**src/rtl/dec_entry.sv**
```systemverilog
// Four-digit BCD entry pad driven by four debounced push-buttons, with a
// sequential BCD-to-binary converter that reports each new entry on value/valid.
module dec_entry #(
    parameter int DEBOUNCE_CYCLES = 1000000
) (
    input  logic        clk,
    input  logic        reset_n,
    input  logic        btnU,
    input  logic        btnD,
    input  logic        btnL,
    input  logic        btnR,
    output logic [15:0] bcd,
    output logic [1:0]  sel,
    output logic [15:0] value,
    output logic        valid,
    output logic        busy
);

    localparam int CW = $clog2(DEBOUNCE_CYCLES + 1);
    localparam logic [CW-1:0] CNT_LAST = CW'(DEBOUNCE_CYCLES - 1);

    localparam logic [1:0] IDLE = 2'd0;
    localparam logic [1:0] CONV = 2'd1;
    localparam logic [1:0] DONE = 2'd2;

    logic [3:0]    raw;
    logic [3:0]    sync1;
    logic [3:0]    sync2;
    logic [3:0]    level;
    logic [3:0]    level_q;
    logic [3:0]    press;
    logic [CW-1:0] cnt [4];

    logic          do_up;
    logic          do_down;
    logic          do_left;
    logic          do_right;
    logic          digit_change;
    logic [3:0]    digit_cur;
    logic [15:0]   bcd_next;
    logic [1:0]    sel_next;

    logic [1:0]    state;
    logic [13:0]   acc;
    logic [1:0]    index;
    logic [15:0]   snap;
    logic          pending;
    logic [3:0]    snap_digit;

    // Bit 0 is the highest-priority button so the priority chain reads upward.
    assign raw = {btnR, btnL, btnD, btnU};

    always_ff @(posedge clk or negedge reset_n) begin
        if (!reset_n) begin
            sync1 <= 4'b0;
            sync2 <= 4'b0;
        end else begin
            sync1 <= raw;
            sync2 <= sync1;
        end
    end

    // A level flips on the last of DEBOUNCE_CYCLES consecutive differing cycles.
    always_ff @(posedge clk or negedge reset_n) begin
        if (!reset_n) begin
            level   <= 4'b0;
            level_q <= 4'b0;
            for (int i = 0; i < 4; i++) begin
                cnt[i] <= '0;
            end
        end else begin
            level_q <= level;
            for (int i = 0; i < 4; i++) begin
                if (sync2[i] == level[i]) begin
                    cnt[i] <= '0;
                end else if (cnt[i] == CNT_LAST) begin
                    cnt[i]   <= '0;
                    level[i] <= sync2[i];
                end else begin
                    cnt[i] <= cnt[i] + 1'b1;
                end
            end
        end
    end

    assign press        = level & ~level_q;
    assign do_up        = press[0];
    assign do_down      = press[1] & ~press[0];
    assign do_left      = press[2] & ~|press[1:0];
    assign do_right     = press[3] & ~|press[2:0];
    assign digit_change = do_up | do_down;

    assign digit_cur = bcd[{sel, 2'b00} +: 4];

    always_comb begin
        bcd_next = bcd;
        sel_next = sel;
        if (do_up) begin
            bcd_next[{sel, 2'b00} +: 4] = (digit_cur == 4'd9) ? 4'd0 : digit_cur + 4'd1;
        end else if (do_down) begin
            bcd_next[{sel, 2'b00} +: 4] = (digit_cur == 4'd0) ? 4'd9 : digit_cur - 4'd1;
        end else if (do_left) begin
            sel_next = sel + 2'd1;
        end else if (do_right) begin
            sel_next = sel - 2'd1;
        end
    end

    always_ff @(posedge clk or negedge reset_n) begin
        if (!reset_n) begin
            bcd <= 16'b0;
            sel <= 2'b0;
        end else begin
            bcd <= bcd_next;
            sel <= sel_next;
        end
    end

    assign snap_digit = snap[{index, 2'b00} +: 4];

    // The snapshot takes bcd_next so a conversion sees the edit that started it.
    always_ff @(posedge clk or negedge reset_n) begin
        if (!reset_n) begin
            state   <= IDLE;
            acc     <= 14'b0;
            index   <= 2'b0;
            snap    <= 16'b0;
            pending <= 1'b0;
            value   <= 16'b0;
            valid   <= 1'b0;
        end else begin
            valid <= 1'b0;
            case (state)
                IDLE: begin
                    if (digit_change) begin
                        state <= CONV;
                        acc   <= 14'b0;
                        index <= 2'd3;
                        snap  <= bcd_next;
                    end
                end
                CONV: begin
                    acc   <= acc * 14'd10 + {10'b0, snap_digit};
                    index <= index - 2'd1;
                    if (index == 2'd0) begin
                        state <= DONE;
                    end
                    if (digit_change) begin
                        pending <= 1'b1;
                    end
                end
                DONE: begin
                    value <= {2'b0, acc};
                    valid <= 1'b1;
                    if (pending || digit_change) begin
                        state   <= CONV;
                        acc     <= 14'b0;
                        index   <= 2'd3;
                        snap    <= bcd_next;
                        pending <= 1'b0;
                    end else begin
                        state <= IDLE;
                    end
                end
                default: state <= IDLE;
            endcase
        end
    end

    assign busy = (state == CONV) || (state == DONE);

endmodule

```
**config.mk**
```make
export PLATFORM = sky130hd
export DESIGN_NAME = dec_entry
export DESIGN_NICKNAME = d
export VERILOG_FILES = /design/src/rtl/dec_entry.sv
export SDC_FILE = /design/constraint.sdc
export NUM_CORES = 1
export LEC_CHECK = 0
export ABC_AREA = 1
export BUFFER_PORTS_ARGS = -buffer_cell sky130_fd_sc_hd__buf_4
export CAP_MARGIN = 20
export CORE_UTILIZATION = 60
export DETAILED_ROUTE_END_ITERATION = 8
export PLACE_DENSITY = 0.78
export SYNTH_ARGS = -nofsm -noshare
export SYNTH_HDL_FRONTEND = slang
export SYNTH_SLANG_ARGS = --single-unit
```
**constraint.sdc**
```tcl
create_clock -name clk -period 4.6 [get_ports clk]
set_input_delay 0.23 -clock clk [delete_from_list [all_inputs] [get_ports clk]]
set_output_delay 0.23 -clock clk [all_outputs]
set_load 0.01 [all_outputs]
```
==> results of run 1 <==
routing by layer:
layer | up-vias | part of all wire, % | wire length (um)
met2 | 182 | 47 | 8960
li1 | 3816 | - | -
met4 | 0 | 0.98 | 187
met5 | - | 0 | 0
met3 | 18 | 4.5 | 866
met1 | 3608 | 48 | 9070
cell type report:
class | count | share of cell area (%)
clock buffers | 19 | 4.32
clock inverters | 13 | 1.20
inverters | 155 | 5.77
multi-input cells | 812 | 42.9
flip-flops and latches | 164 | 40.0
well taps | 184 | 2.25
repair buffers | 46 | 3.53
how the worst min path moves through the flow:
stage | startpoint | endpoint | slack, ns | cells after the start
floorplan | reset_n | acc[0] | -0.07 | 0
global placement | sync1[1] | sync2[1] | 0.34 | 0
detailed placement | sync1[2] | sync2[2] | 0.34 | 0
CTS | sync1[2] | sync2[2] | 0.35 | 0
global route | sync1[2] | sync2[2] | 0.35 | 0
finish | sync1[2] | sync2[2] | 0.35 | 0
sequential cells by signal, indices dropped and copies added (netlist names), 2 cells and up:
name,flops
level,4
index,2
level_q,4
sync2,4
cnt,80
value,14
state,2
sel,2
snap,16
acc,14
bcd,16
sync1,4
cell usage after synthesis, types with 2 or more instances:
cell type	number
clkinv_1	3
nand4_1	23
inv_1	142
a22o_1	3
nor3_2	8
nand2_2	11
nand3b_1	2
nor2_4	6
o22ai_1	3
nand3_1	68
xor2_1	26
nand2_4	5
o21ai_1	22
ha_1	39
nand3_2	6
fa_1	2
nor2_1	105
a32o_1	4
o21ai_2	4
nand2_1	290
inv_2	7
a21oi_1	52
mux2_2	3
o31ai_1	2
o21ai_0	47
nor2_2	6
clkbuf_1	6
nor3b_1	6
nor3_1	25
a211oi_1	3
dfrtp_1	164
or2_2	2
nor4_1	9
buf_4	4
xnor2_1	13
buf_2	2
o21a_1	2
inv_4	2
and2_1	2
a31oi_1	3
buf_6	3
kinds of logic after synthesis:
logic type	synth area share [%]
buffers and inverters	7.53
and+or+nand+nor	28.9
other	0.0408
xor gates and xnor gates	3.72
adders and majority gates	5.74
DFF	44.6
AOI/OAI and AO/OA	9.10
muxes	0.367
report_power, final:
part | internal (mW) | switching, mW | total [mW] | leakage [nW]
combinational | 0.0185 | 0.0506 | 0.0691 | 2.62
clock | 0.766 | 0.582 | 1.35 | 0.267
sequential | 1.45 | 0.00800 | 1.46 | 2.26
==> impl.org, run 1 <==
** Critical path
- Cell breakdown of the critical path :: ha_1 > ha_1 > fa_1 > nand3_1 > nor2_1 > nand3_1 > nor2_2 > nand3_1 > nor2_1 > nand3_1 > nand3_1 > nand2_1
- In this run the worst path has a maximum fanout of 5.
- Category of the worst setup path launch point :: flip-flop
- On the critical path, the stage with the largest delay is an instance of fa_1.
- For this run, the slowest stage of the critical path takes 0.57 ns.
- Category of the worst setup path capture point :: flip-flop
- STA puts the critical path data arrival time at 3.07 ns.
- CP bufs+invs :: 0
- Logic depth of the worst register-to-register path :: 12
- Worst Setup SP :: acc[1]
- The worst register-to-register path ends at acc[13].
- Kind of cell with the highest combined delay on the critical path :: adder cells
- Data on the critical path is required at its endpoint by 4.92 ns.
- For flop-to-flop paths, the worst setup slack is 1.85 ns.
- The critical path ends at acc[13].
- CP Depth :: 12
- By startpoint and endpoint, the worst setup path is classified as flip-flop to flip-flop.
- The cell that appears most often on the critical path is nand3_1.
- In this run the critical register-to-register path is launched from acc[1].

** Timing
- Based on the critical path, the design can be clocked at up to 0.363 GHz.
- Post-route fraction of the period consumed by the critical path :: 59.8%
- Summed over all failing endpoints, the final setup total negative slack is 0 ns.
- Setup repair after global routing missed its margin :: no
- Worst Hold Slack :: 0.353 ns
- The number of hold violations in the final report came to 0.
- Pin slew with the least headroom to its limit :: 0.979 ns
- Setup violations remaining at the end of the flow were counted as 0.
- The worst path meets setup with 1.85 ns of slack.
- Headroom to the max-slew limit :: 34.7%
- The worst path in the final design needs a cycle of 2.75 ns, including I/O delays and setup.
- Final setup skew :: 0.0107 ns
- The total count of max-transition violations in the final report was 0.

** Layout
- Non-Filler Instances :: 1,393
- Leaving out fill and tap cells, the most frequent cell in the layout is nand2_1.
- Area of combinational cells with multiple inputs :: 0.00440 sq mm
- Once layout is done, the placed cells without fillers occupy 0.0103 sq mm.
- Highest-count cells in the layout ignoring fill and taps :: nand2_1, dfrtp_1, inv_1
- Cells with a size suffix above 1 make up 11.3% of the layout.
- Area growth from synthesis to final layout :: 11.5%
- 0 antenna diodes ended up in the layout.
- Final design utilization :: 69.5%
- The sequential cells in the finished layout cover a total of 0.00410 sq mm.
- Final net count :: 1,243
- Number of fill cells :: 1,209

** Clock network
- After clock tree synthesis, the setup repair step added 0 buffers.
- Number of buffers created by CTS :: 17
- TritonCTS clock tree :: done
- Number of buffers between clock root and the deepest sink :: 2
- Clock latency reported for the late side of the worst-skew pair :: 0.42 ns
- H-tree levels :: 4
- The root buffer cell chosen for the clock tree is clkbuf_16.
- Number of clock sinks :: 164
- For this design, the CTS-stage hold fixing added 5 buffers.
- Clock transition at the registers of the reported paths :: 0.06 ns
- Once the clock tree was built, the resizer swapped 0 gates to a different size.

** Power
- The design draws 2.88 mW.
- For this design the static power due to leakage is 5.16 nW.
- Dividing total power by cell area gives a power density of 281 mW/mm^2.
- Largest voltage drop on the vdd net :: 0.283 mV

** GRT
- For met3 alone, demand over resource in global routing was 5.18%.
- Global routing finished with a remaining overflow of 0.
- Entering global routing, the biggest net connects 112 pins.
- The first global-routing pass estimated 32,600 um of wire.
- After global routing, the most crowded layer is met2.
- For this run, global-route usage on met2 was measured as 41.2%.
- Met1 routing resource usage after global routing :: 35.4%
- The via count of the first global-routing pass came to 7,071.
- GR Util All Layers :: 25.6%
- The number of antenna violations at the first check in global routing was 0.

** Routing
- Pre-antenna DRT Iters :: 6
- Total wire length after detailed routing :: 19,100 um
- Vias per Instance :: 5.47
- Number of vias after detailed routing :: 7,624
- WL per Instance :: 13.7 um
- Post-route DRC :: 0
- Number of routed nets with antenna violations :: 0
- For this block, the initial DRC count from the detailed router was 669.

** Synthesis
- Yosys mapped the design onto 52 distinct sky130hd cell types.
- Count of warnings emitted by yosys :: 0
- Seq/Total Area, Yosys :: 44.6%
- Top cells by area in the synthesized netlist :: dfrtp_1, nand2_1, inv_1, ha_1, nor2_1
- Cell type contributing the most total cell area after synthesis :: dfrtp_1
- Total standard cell area after synthesis :: 0.00919 sq mm
- Averaged over all synthesized cells, the footprint is 8.02 sq um.
- Top FF cell, synth :: dfrtp_1
- In this run, synthesis inferred 0 flip-flops with an integrated enable.
- Total of flip-flops plus latches after synthesis :: 164
- Portion of synthesized cell area occupied by the leading cell type :: 44.6%
- After synthesis, the share of flip-flops with an asynchronous set or reset is 100%.
- Synthesis produced 1,146 cells.

** Floorplan
- The die is 126 um wide.
- Die H :: 126 um
- I/O pin count :: 42
- Area of the die :: 0.0158 sq mm
- In this run the standard cell core region covers 0.0148 sq mm.
- The floorplan has 44 rows.
- For this configuration, the core starts out at a cell density of 62.3%.

** Place
- Routability-driven placement finished with a final weighted congestion of 0.897.
- In this run the cell area measured after placement is 0.00964 sq mm.
- Buffers placed on the I/O ports in this run total 39.
- Detailed placement finished with a half-perimeter wire length of 13,800 um.
- Prior to clock tree synthesis, the placed netlist has a worst setup slack of 1.91 ns.
- DP Cell Count :: 1,356

** Outcome
- Status :: finished clean

** Job
- Across the run, the number of max-cap violations was 0.

** Min path
- Class of the tightest hold or removal check :: flip-flop to flip-flop
Power figures use the tool's default switching activity.
==> run 2: changes to the inputs <==
--- a/config.mk
+++ b/config.mk
@@ -8,9 +8,9 @@
 export ABC_AREA = 1
 export BUFFER_PORTS_ARGS = -buffer_cell sky130_fd_sc_hd__buf_4
 export CAP_MARGIN = 20
-export CORE_UTILIZATION = 60
+export CORE_UTILIZATION = 56
 export DETAILED_ROUTE_END_ITERATION = 8
-export PLACE_DENSITY = 0.78
+export PLACE_DENSITY = 0.77
 export SYNTH_ARGS = -nofsm -noshare
 export SYNTH_HDL_FRONTEND = slang
 export SYNTH_SLANG_ARGS = --single-unit
==> constraint.sdc (replaced) <==
create_clock -name clk -period 2.36 [get_ports clk]
set_input_delay 0.118 -clock clk [delete_from_list [all_inputs] [get_ports clk]]
set_output_delay 0.118 -clock clk [all_outputs]
set_load 0.01 [all_outputs]
==> impl.org, run 2 (synthesis results as in run 1) <==
** Critical path
- The buffer and inverter count on the worst path came to 0 (unchanged).
- Cell breakdown of the critical path :: ha_4 > ha_4 > fa_2 > nand3_2 > nor2_1 > nand3_1 > nor2_2 > nand3_2 > nor2_4 > nand3_1 > nand3_1 > nand2_1 (was ha_1 > ha_1 > fa_1 > nand3_1 > nor2_1 > nand3_1 > nor2_2 > nand3_1 > nor2_1 > nand3_1 > nand3_1 > nand2_1)
- Reg-to-Reg End :: acc[13] (unchanged)
- Worst R2R Start :: acc[3] (was acc[1])
- Category of the worst setup path launch point :: flip-flop (unchanged)
- Peak per-stage delay on the critical path :: 0.56 ns (was 0.57 ns)
- Slowest stage cell on the critical path :: fa_2 (was fa_1)
- Type of the worst setup path :: flip-flop to flip-flop (unchanged)
- R2R Setup Slk :: -0.005 ns (was 1.85 ns)
- Logic depth of the worst register-to-register path :: 12 (unchanged)
- The largest fanout of any net on the critical path came to 3 (was 5).
- CP Data Required Time :: 2.68 ns (was 4.92 ns)
- Category of the worst setup path capture point :: flip-flop (unchanged)
- Worst Path Arrival :: 2.68 ns (was 3.07 ns)
- The kind of cell adding the most delay to the critical path is adder cells (unchanged).
- Cell mode on critical path :: nand3_1 (unchanged)

** GRT
- GR Util All Layers :: 25.5% (was 25.6%)
- The pin count of the biggest net entering global routing is 66 (was 112).
- The number of antenna violations at the first check in global routing was 0 (unchanged).
- Wire length of the first global-routing pass :: 33,800 um (was 32,600 um)
- Number of global-route vias before repair :: 7,256 (was 7,071)
- The residual overflow from global routing is 0 (unchanged).

** Power
- The worst vdd rail ir drop was 0.647 mV (was 0.283 mV).
- The net switching fraction of the power is 23.0% (was 22.3%).
- The net switching component of the power came to 1.34 mW (was 0.641 mW).
- The sequential group share of total power was 49.0% (was 50.8%).
- The static leakage power is 5.34 nW (was 5.16 nW).
- Logic gate share of total power :: 2.5% (was 2.4%)
- Relative contribution of the clock network to total power :: 48.5% (was 46.8%)
- Cell Int Power :: 4.47 mW (was 2.24 mW)
- Power density of the placed cells :: 541 mW/mm^2 (was 281 mW/mm^2)

** Floorplan
- The number of rows in the core area is 46 (was 44).
- The placeable core region was 0.0159 sq mm (was 0.0148 sq mm).
- I/O pin count :: 42 (unchanged)
- Die width :: 130 um (was 126 um)
- The die boundary height came to 130 um (was 126 um).
- Area of the die :: 0.0169 sq mm (was 0.0158 sq mm)
- Effective utilization at floorplan :: 57.7% (was 62.3%)

** Clock network
- Clock root buffer master :: clkbuf_16 (unchanged)
- TritonCTS clock tree :: done (unchanged)
- The number of CTS-inserted buffers came to 17 (unchanged).
- Number of clock sinks :: 164 (unchanged)
- The source-to-sink clock delay at the later pin of the worst-skew pair is 0.43 ns (was 0.42 ns).
- Number of buffers between clock root and the deepest sink :: 2 (unchanged)
- The clock transition at the registers of the reported paths came to 0.07 ns (was 0.06 ns).
- H-tree levels :: 4 (unchanged)

** Timing
- Number of setup violations in the final report :: 1 (was 0)
- Setup repair after global routing missed its margin: yes (was no).
- The transition at the pin with the smallest max-transition slack was 0.603 ns (was 0.979 ns).
- Max-slew violation count :: 0 (unchanged)
- Shortest period the worst path allows :: 2.37 ns (was 2.75 ns)
- Final hold violations :: 0 (unchanged)
- The top achievable clock speed was 0.423 GHz (was 0.363 GHz).
- The final critical-path share of the clock period was 100% (was 59.8%).
- Final setup skew :: 0.0122 ns (was 0.0107 ns)
- The final setup slack of the worst path was -0.00548 ns (was 1.85 ns).
- The headroom to the max-slew limit is 59.8% (was 34.7%).
- Aggregate negative setup slack :: -0.00548 ns (was 0 ns)

** Place
- The worst-case setup slack after placement is -0.101 ns (was 1.91 ns).
- The cell area after placement is 0.00997 sq mm (was 0.00964 sq mm).
- The final weighted congestion in routability-driven placement came to 0.946 (was 0.897).
- The post-DP HPWL was 14,400 um (was 13,800 um).
- The port buffer count was 39 (unchanged).

** Routing
- The via count normalized by instance count came to 5.31 (was 5.47).
- The average detailed-routed wire length per instance came to 13.9 um (was 13.7 um).
- The top routing layer in use is met4 (unchanged).
- Total wire length after detailed routing :: 20,300 um (was 19,100 um)
- Pre-antenna DRT Iters :: 5 (was 6)
- Violation count after the first detailed-route iteration :: 529 (was 669)
- Met1 wire length :: 9470 um (was 9070 um)
- The met3 wire length is 867 um (was 866 um).
- Met2 Routed Length :: 9700 um (was 8960 um)
- The DRC violation count after routing was 0 (unchanged).
- The via count was 7,741 (was 7,624).
- Number of routed nets with antenna violations :: 0 (unchanged)

** Outcome
- Violated checks :: setup timing
- Status: complete, but fails checks (was finished clean).

** Layout
- Final net count :: 1,277 (was 1,243)
- Share of final-layout standard cells stronger than drive strength 1 :: 15.8% (was 11.3%)
- The fill cell instance count of the final layout is 1,294 (was 1,209).
- Area growth from synthesis to final layout :: 16.8% (was 11.5%)
- The register with the most flip-flops was cnt (unchanged).
- The commonest non-fill, non-tap cell in the layout is nand2_1 (unchanged).
- Highest-count cells in the layout ignoring fill and taps: nand2_1, dfrtp_1, inv_1 (unchanged).
- ANT cells :: 0 (unchanged)
- Flip-flop count of the largest register after layout :: 80 (unchanged)
- The final standard cell area without fillers was 0.0107 sq mm (was 0.0103 sq mm).
- Regs by FF count :: cnt (80), bcd (16), snap (16) (unchanged)

** Job
- The number of max-cap violations came to 0 (unchanged).

** Min path
- The worst min-delay path category was input pin to async pin (was flip-flop to flip-flop).
==> run 2: worst max-delay path by stage <==
| stage | startpoint | to | slack, ns | depth (start not counted) |
|---|---|---|---|---|
| floorplan | acc[1] | acc[13] | 0.007 | 12 |
| global placement | acc[3] | acc[13] | -0.05 | 12 |
| detailed placement | acc[3] | acc[13] | -0.10 | 12 |
| CTS | index[0] | acc[9] | 0.0007 | 15 |
| global route | acc[3] | acc[13] | -0.14 | 12 |
| finish | acc[3] | acc[13] | -0.005 | 12 |
==> run 2: what timing repair did <==
action	CTS	global route
hold buffers	5	0
setup endpoints to repair	4	7
gates resized for setup	3	21
pin swaps	4	3
endpoints found under the hold margin	67	0
setup buffers	3	1
==> run 2: layout make-up <==
type	count	area, sq um	share of cell area [%]
clock buffer	18	429	4.00
clock inverter	14	169	1.57
inverter	155	594	5.54
multi-input combinational	812	4520	42.1
sequential	164	4110	38.3
tap	216	270	2.52
timing repair buffer	80	642	5.98
==> run 2: per-stage QoR <==
step / util [%] / instances / hold WS (ns) / power, mW
6_report: 67.3 / 1459 / 0.261 / 5.81
5_1_grt: 67.3 / 1459 / 0.318 / 6.01
4_1_cts: 66.8 / 1458 / 0.260 / 5.87
3_5_place_dp: 62.5 / 1418 / 0.150 / 3.04
3_3_place_gp: 62.5 / 1418 / 0.150 / 3.04
2_1_floorplan: - / 1147 / -0.178 / 2.96
==> run 2: power groups by stage <==
stage / registers (mW) / clock network (mW) / logic (mW)
global placement: 2.90 / 0 / 0.140
global route: 2.85 / 2.99 / 0.171
floorplan: 2.90 / 0 / 0.0573
detailed placement: 2.90 / 0 / 0.143
CTS: 2.85 / 2.87 / 0.150
finish: 2.85 / 2.82 / 0.146
==> run 2: worst reg2reg max path, cell delays in order, from the launching register on <==
cell and delay (ns):
dfrtp_1 0.43, ha_4 0.27, ha_4 0.16, fa_2 0.56, nand3_2 0.08, nor2_1 0.09, nand3_1 0.10, nor2_2 0.15
nand3_2 0.11, nor2_4 0.11, nand3_1 0.07, nand3_1 0.09, nand2_1 0.05
==> run 2: routing by layer <==
metal  track usage [%]  up-vias
li1                  -     3883
met2              40.8      188
met3              4.55       26
met4              7.87        0
met5                 0        -
met1              35.4     3644
==> run 3: changes to the inputs <==
--- a/config.mk
+++ b/config.mk
@@ -8,9 +8,10 @@
 export ABC_AREA = 1
 export BUFFER_PORTS_ARGS = -buffer_cell sky130_fd_sc_hd__buf_4
 export CAP_MARGIN = 20
-export CORE_UTILIZATION = 56
+export CORE_UTILIZATION = 60
 export DETAILED_ROUTE_END_ITERATION = 8
-export PLACE_DENSITY = 0.77
+export HOLD_SLACK_MARGIN = 0.12
+export PLACE_DENSITY = 0.78
 export SYNTH_ARGS = -nofsm -noshare
 export SYNTH_HDL_FRONTEND = slang
 export SYNTH_SLANG_ARGS = --single-unit
==> constraint.sdc (replaced) <==
create_clock -name clk -period 2.85 [get_ports clk]
set_input_delay 0.1425 -clock clk [delete_from_list [all_inputs] [get_ports clk]]
set_output_delay 0.1425 -clock clk [all_outputs]
set_load 0.01 [all_outputs]
==> impl.org, run 3 (synthesis results as in run 1) <==
** Critical path
- Peak per-stage delay on the critical path :: 0.57 ns (was 0.56 ns)
- The highest-delay cell along the critical path was fa_2 (unchanged).
- Cell mode on critical path :: nand3_1 (unchanged)
- The largest fanout of any net on the critical path is 5 (was 3).
- Category of the worst setup path capture point :: flip-flop (unchanged)
- Type of the worst setup path :: flip-flop to flip-flop (unchanged)
- Cell breakdown of the critical path :: ha_1 > ha_2 > fa_2 > nand3_1 > nor2_1 > nand3_1 > nor2_2 > nand3_1 > nor2_2 > nand3_1 > nand3_1 > nand2_1 (was ha_4 > ha_4 > fa_2 > nand3_2 > nor2_1 > nand3_1 > nor2_2 > nand3_2 > nor2_4 > nand3_1 > nand3_1 > nand2_1)
- R2R Setup Slk :: 0.18 ns (was -0.005 ns)
- Category of the worst setup path launch point :: flip-flop (unchanged)
- Worst Path Arrival :: 2.99 ns (was 2.68 ns)
- The data required time at the worst endpoint is 3.17 ns (was 2.68 ns).

** Floorplan
- The initial core utilization came to 62.3% (was 57.7%).
- Area of the die :: 0.0158 sq mm (was 0.0169 sq mm)
- The number of rows in the core area came to 44 (was 46).
- The die boundary height came to 126 um (was 130 um).
- The die extent in x was 126 um (was 130 um).
- The number of I/O pins is 42 (unchanged).
- Area inside the core boundary :: 0.0148 sq mm (was 0.0159 sq mm)

** Layout
- Share of final-layout standard cells stronger than drive strength 1 :: 12.2% (was 15.8%)
- Flip-flop count of the largest register after layout :: 80 (unchanged)
- Most common cell after layout, fill and taps aside :: nand2_1 (unchanged)
- ANT cells :: 0 (unchanged)
- Most flops, register :: cnt (unchanged)
- Finished layout cell area :: 0.0104 sq mm (was 0.0107 sq mm)
- Area growth from synthesis to final layout :: 12.7% (was 16.8%)
- Highest-count cells in the layout ignoring fill and taps :: nand2_1, dfrtp_1, inv_1 (unchanged)
- Final net count :: 1,252 (was 1,277)
- Number of fill cells :: 1,212 (was 1,294)
- Regs by FF count: cnt (80), bcd (16), snap (16) (unchanged).

** Place
- # port buffers :: 39 (unchanged)
- Half-perimeter wire length after detailed placement :: 14,000 um (was 14,400 um)
- Total cell area at the placement stage :: 0.00972 sq mm (was 0.00997 sq mm)
- The worst-case setup slack after placement came to 0.160 ns (was -0.101 ns).
- The final weighted congestion in routability-driven placement was 0.911 (was 0.946).

** Timing
- The final critical-path share of the clock period came to 93.6% (was 100%).
- Number of setup violations in the final report :: 0 (was 1)
- The transition at the pin with the smallest max-transition slack is 0.866 ns (was 0.603 ns).
- Shortest period the worst path allows :: 2.67 ns (was 2.37 ns)
- The headroom to the max-slew limit came to 42.2% (was 59.8%).
- Setup repair after global routing missed its margin :: no (was yes)
- Maximum frequency from static timing analysis :: 0.375 GHz (was 0.423 GHz)
- Final hold violations :: 0 (unchanged)
- Max-slew violation count :: 0 (unchanged)
- Final setup skew :: 0.00794 ns (was 0.0122 ns)
- Aggregate negative setup slack :: 0 ns (was -0.00548 ns)
- Worst-case setup margin in the final layout :: 0.183 ns (was -0.00548 ns)

** Power
- The sequential group share of total power is 49.8% (was 49.0%).
- Power density of the placed cells :: 457 mW/mm^2 (was 541 mW/mm^2)
- Net switching component of the power :: 1.01 mW (was 1.34 mW)
- The share of total power in the clock network is 47.7% (was 48.5%).
- Largest voltage drop on the vdd net :: 0.550 mV (was 0.647 mV)
- Leakage power of the design :: 5.22 nW (was 5.34 nW)
- The internal power consumption was 3.72 mW (was 4.47 mW).
- The net switching fraction of the power came to 21.4% (was 23.0%).
- Logic gate share of total power :: 2.5% (about the same)

** Min path
- Class of the tightest hold or removal check :: flip-flop to flip-flop (was input pin to async pin)

** GRT
- Residual overflow from global routing :: 0 (unchanged)
- The met1 demand-to-capacity share in global routing came to 35.5% (was 35.4%).
- The overall global routing resource usage came to 26.2% (was 25.5%).
- M2 GR Usage :: 43.4% (was 40.8%)
- Wire length of the first global-routing pass :: 33,500 um (was 33,800 um)
- The pin count of the biggest net entering global routing came to 95 (was 66).
- Number of global-route vias before repair :: 7,223 (was 7,256)
- The most used routing layer is met2 (unchanged).
- The number of antenna violations at the first check in global routing is 0 (unchanged).
- Met3 Usage GRT :: 4.55% (about the same)

** Outcome
- Status: finished clean (was complete, but fails checks).

** Routing
- Total wire length after detailed routing :: 19,400 um (was 20,300 um)
- Violation count after the first detailed-route iteration :: 715 (was 529)
- Number of vias after detailed routing :: 7,648 (was 7,741)
- The first-pass iteration count of the detailed router was 5 (unchanged).
- WL per Instance :: 13.9 um (about the same)
- The via count normalized by instance count is 5.46 (was 5.31).
- Number of routed nets with antenna violations :: 0 (unchanged)
- Post-route DRC :: 0 (unchanged)

** Clock network
- The number of levels in the clock H-tree is 4 (unchanged).
- Number of clock sinks :: 164 (unchanged)
- The CTS tree is done (unchanged).
- Number of buffers created by CTS :: 17 (unchanged)
- The post-CTS setup buffer count was 0 (was 3).
- The clock tree root buffer cell is clkbuf_16 (unchanged).
- Number of buffers between clock root and the deepest sink :: 2 (unchanged)
- Clock latency reported for the late side of the worst-skew pair :: 0.43 ns (about the same)
- Clock transition at the registers of the reported paths :: 0.06 ns (was 0.07 ns)

** Job
- The number of max-cap violations came to 0 (unchanged).
## run 3: metrics by stage
stage	hold slack (ns)	power [mW]	instances	util, %
floorplan	-0.153	2.45	1147	-
global placement	0.252	2.52	1365	65.9
detailed placement	0.253	2.52	1365	65.9
CTS	0.347	4.78	1401	70.2
global route	0.355	4.90	1401	70.2
finish	0.354	4.74	1401	70.2
## run 3: repair_timing
item	in CTS	in global routing
hold buffers	5	0
resized for setup	0	4
setup endpoints to repair	0	1
hold endpoints to repair	95	0
## run 3: final timing paths
kind                          start       end  depth (start not counted)
hold / removal             sync1[2]  sync2[2]                          0
setup / recovery             acc[1]   acc[13]                         12
setup reg to reg             acc[1]   acc[13]                         12
hold reg to reg            sync1[2]  sync2[2]                          0
max in group asynchronous   reset_n    bcd[2]                          3
min in group asynchronous   reset_n  sync1[1]                          2
## run 3: critical path, delay by kind of cell, from the launching register on
| kind | cells | cell delay [ns] |
|---|---|---|
| fa+ha+maj | 3 | 1.10 |
| flops | 1 | 0.44 |
| simple gates | 9 | 1.02 |
## run 3: final cells by class
type / count / area, sq um / area share, %
inverters: 155 / 592 / 5.71
clock buffers: 21 / 460 / 4.44
flip-flops and latches: 164 / 4110 / 39.6
repair buffers: 55 / 442 / 4.26
multi-input cells: 812 / 4410 / 42.6
well taps: 184 / 230 / 2.22
clock inverters: 10 / 124 / 1.20
## run 3: power by group through the flow
| stage | logic, mW | clock network, mW | registers (mW) |
|---|---|---|---|
| floorplan | 0.0475 | 0 | 2.40 |
| global placement | 0.114 | 0 | 2.40 |
| detailed placement | 0.117 | 0 | 2.40 |
| CTS | 0.122 | 2.30 | 2.36 |
| global route | 0.140 | 2.40 | 2.36 |
| finish | 0.118 | 2.26 | 2.36 |
## run 3: metal layers
| metal | share of wire, % | vias up | wire length, um |
|---|---|---|---|
| met1 | 47 | 3587 | 9060 |
| li1 | - | 3835 | - |
| met5 | 0 | - | 0 |
| met4 | 1.3 | 0 | 250 |
| met2 | 48 | 199 | 9250 |
| met3 | 4.4 | 27 | 849 |
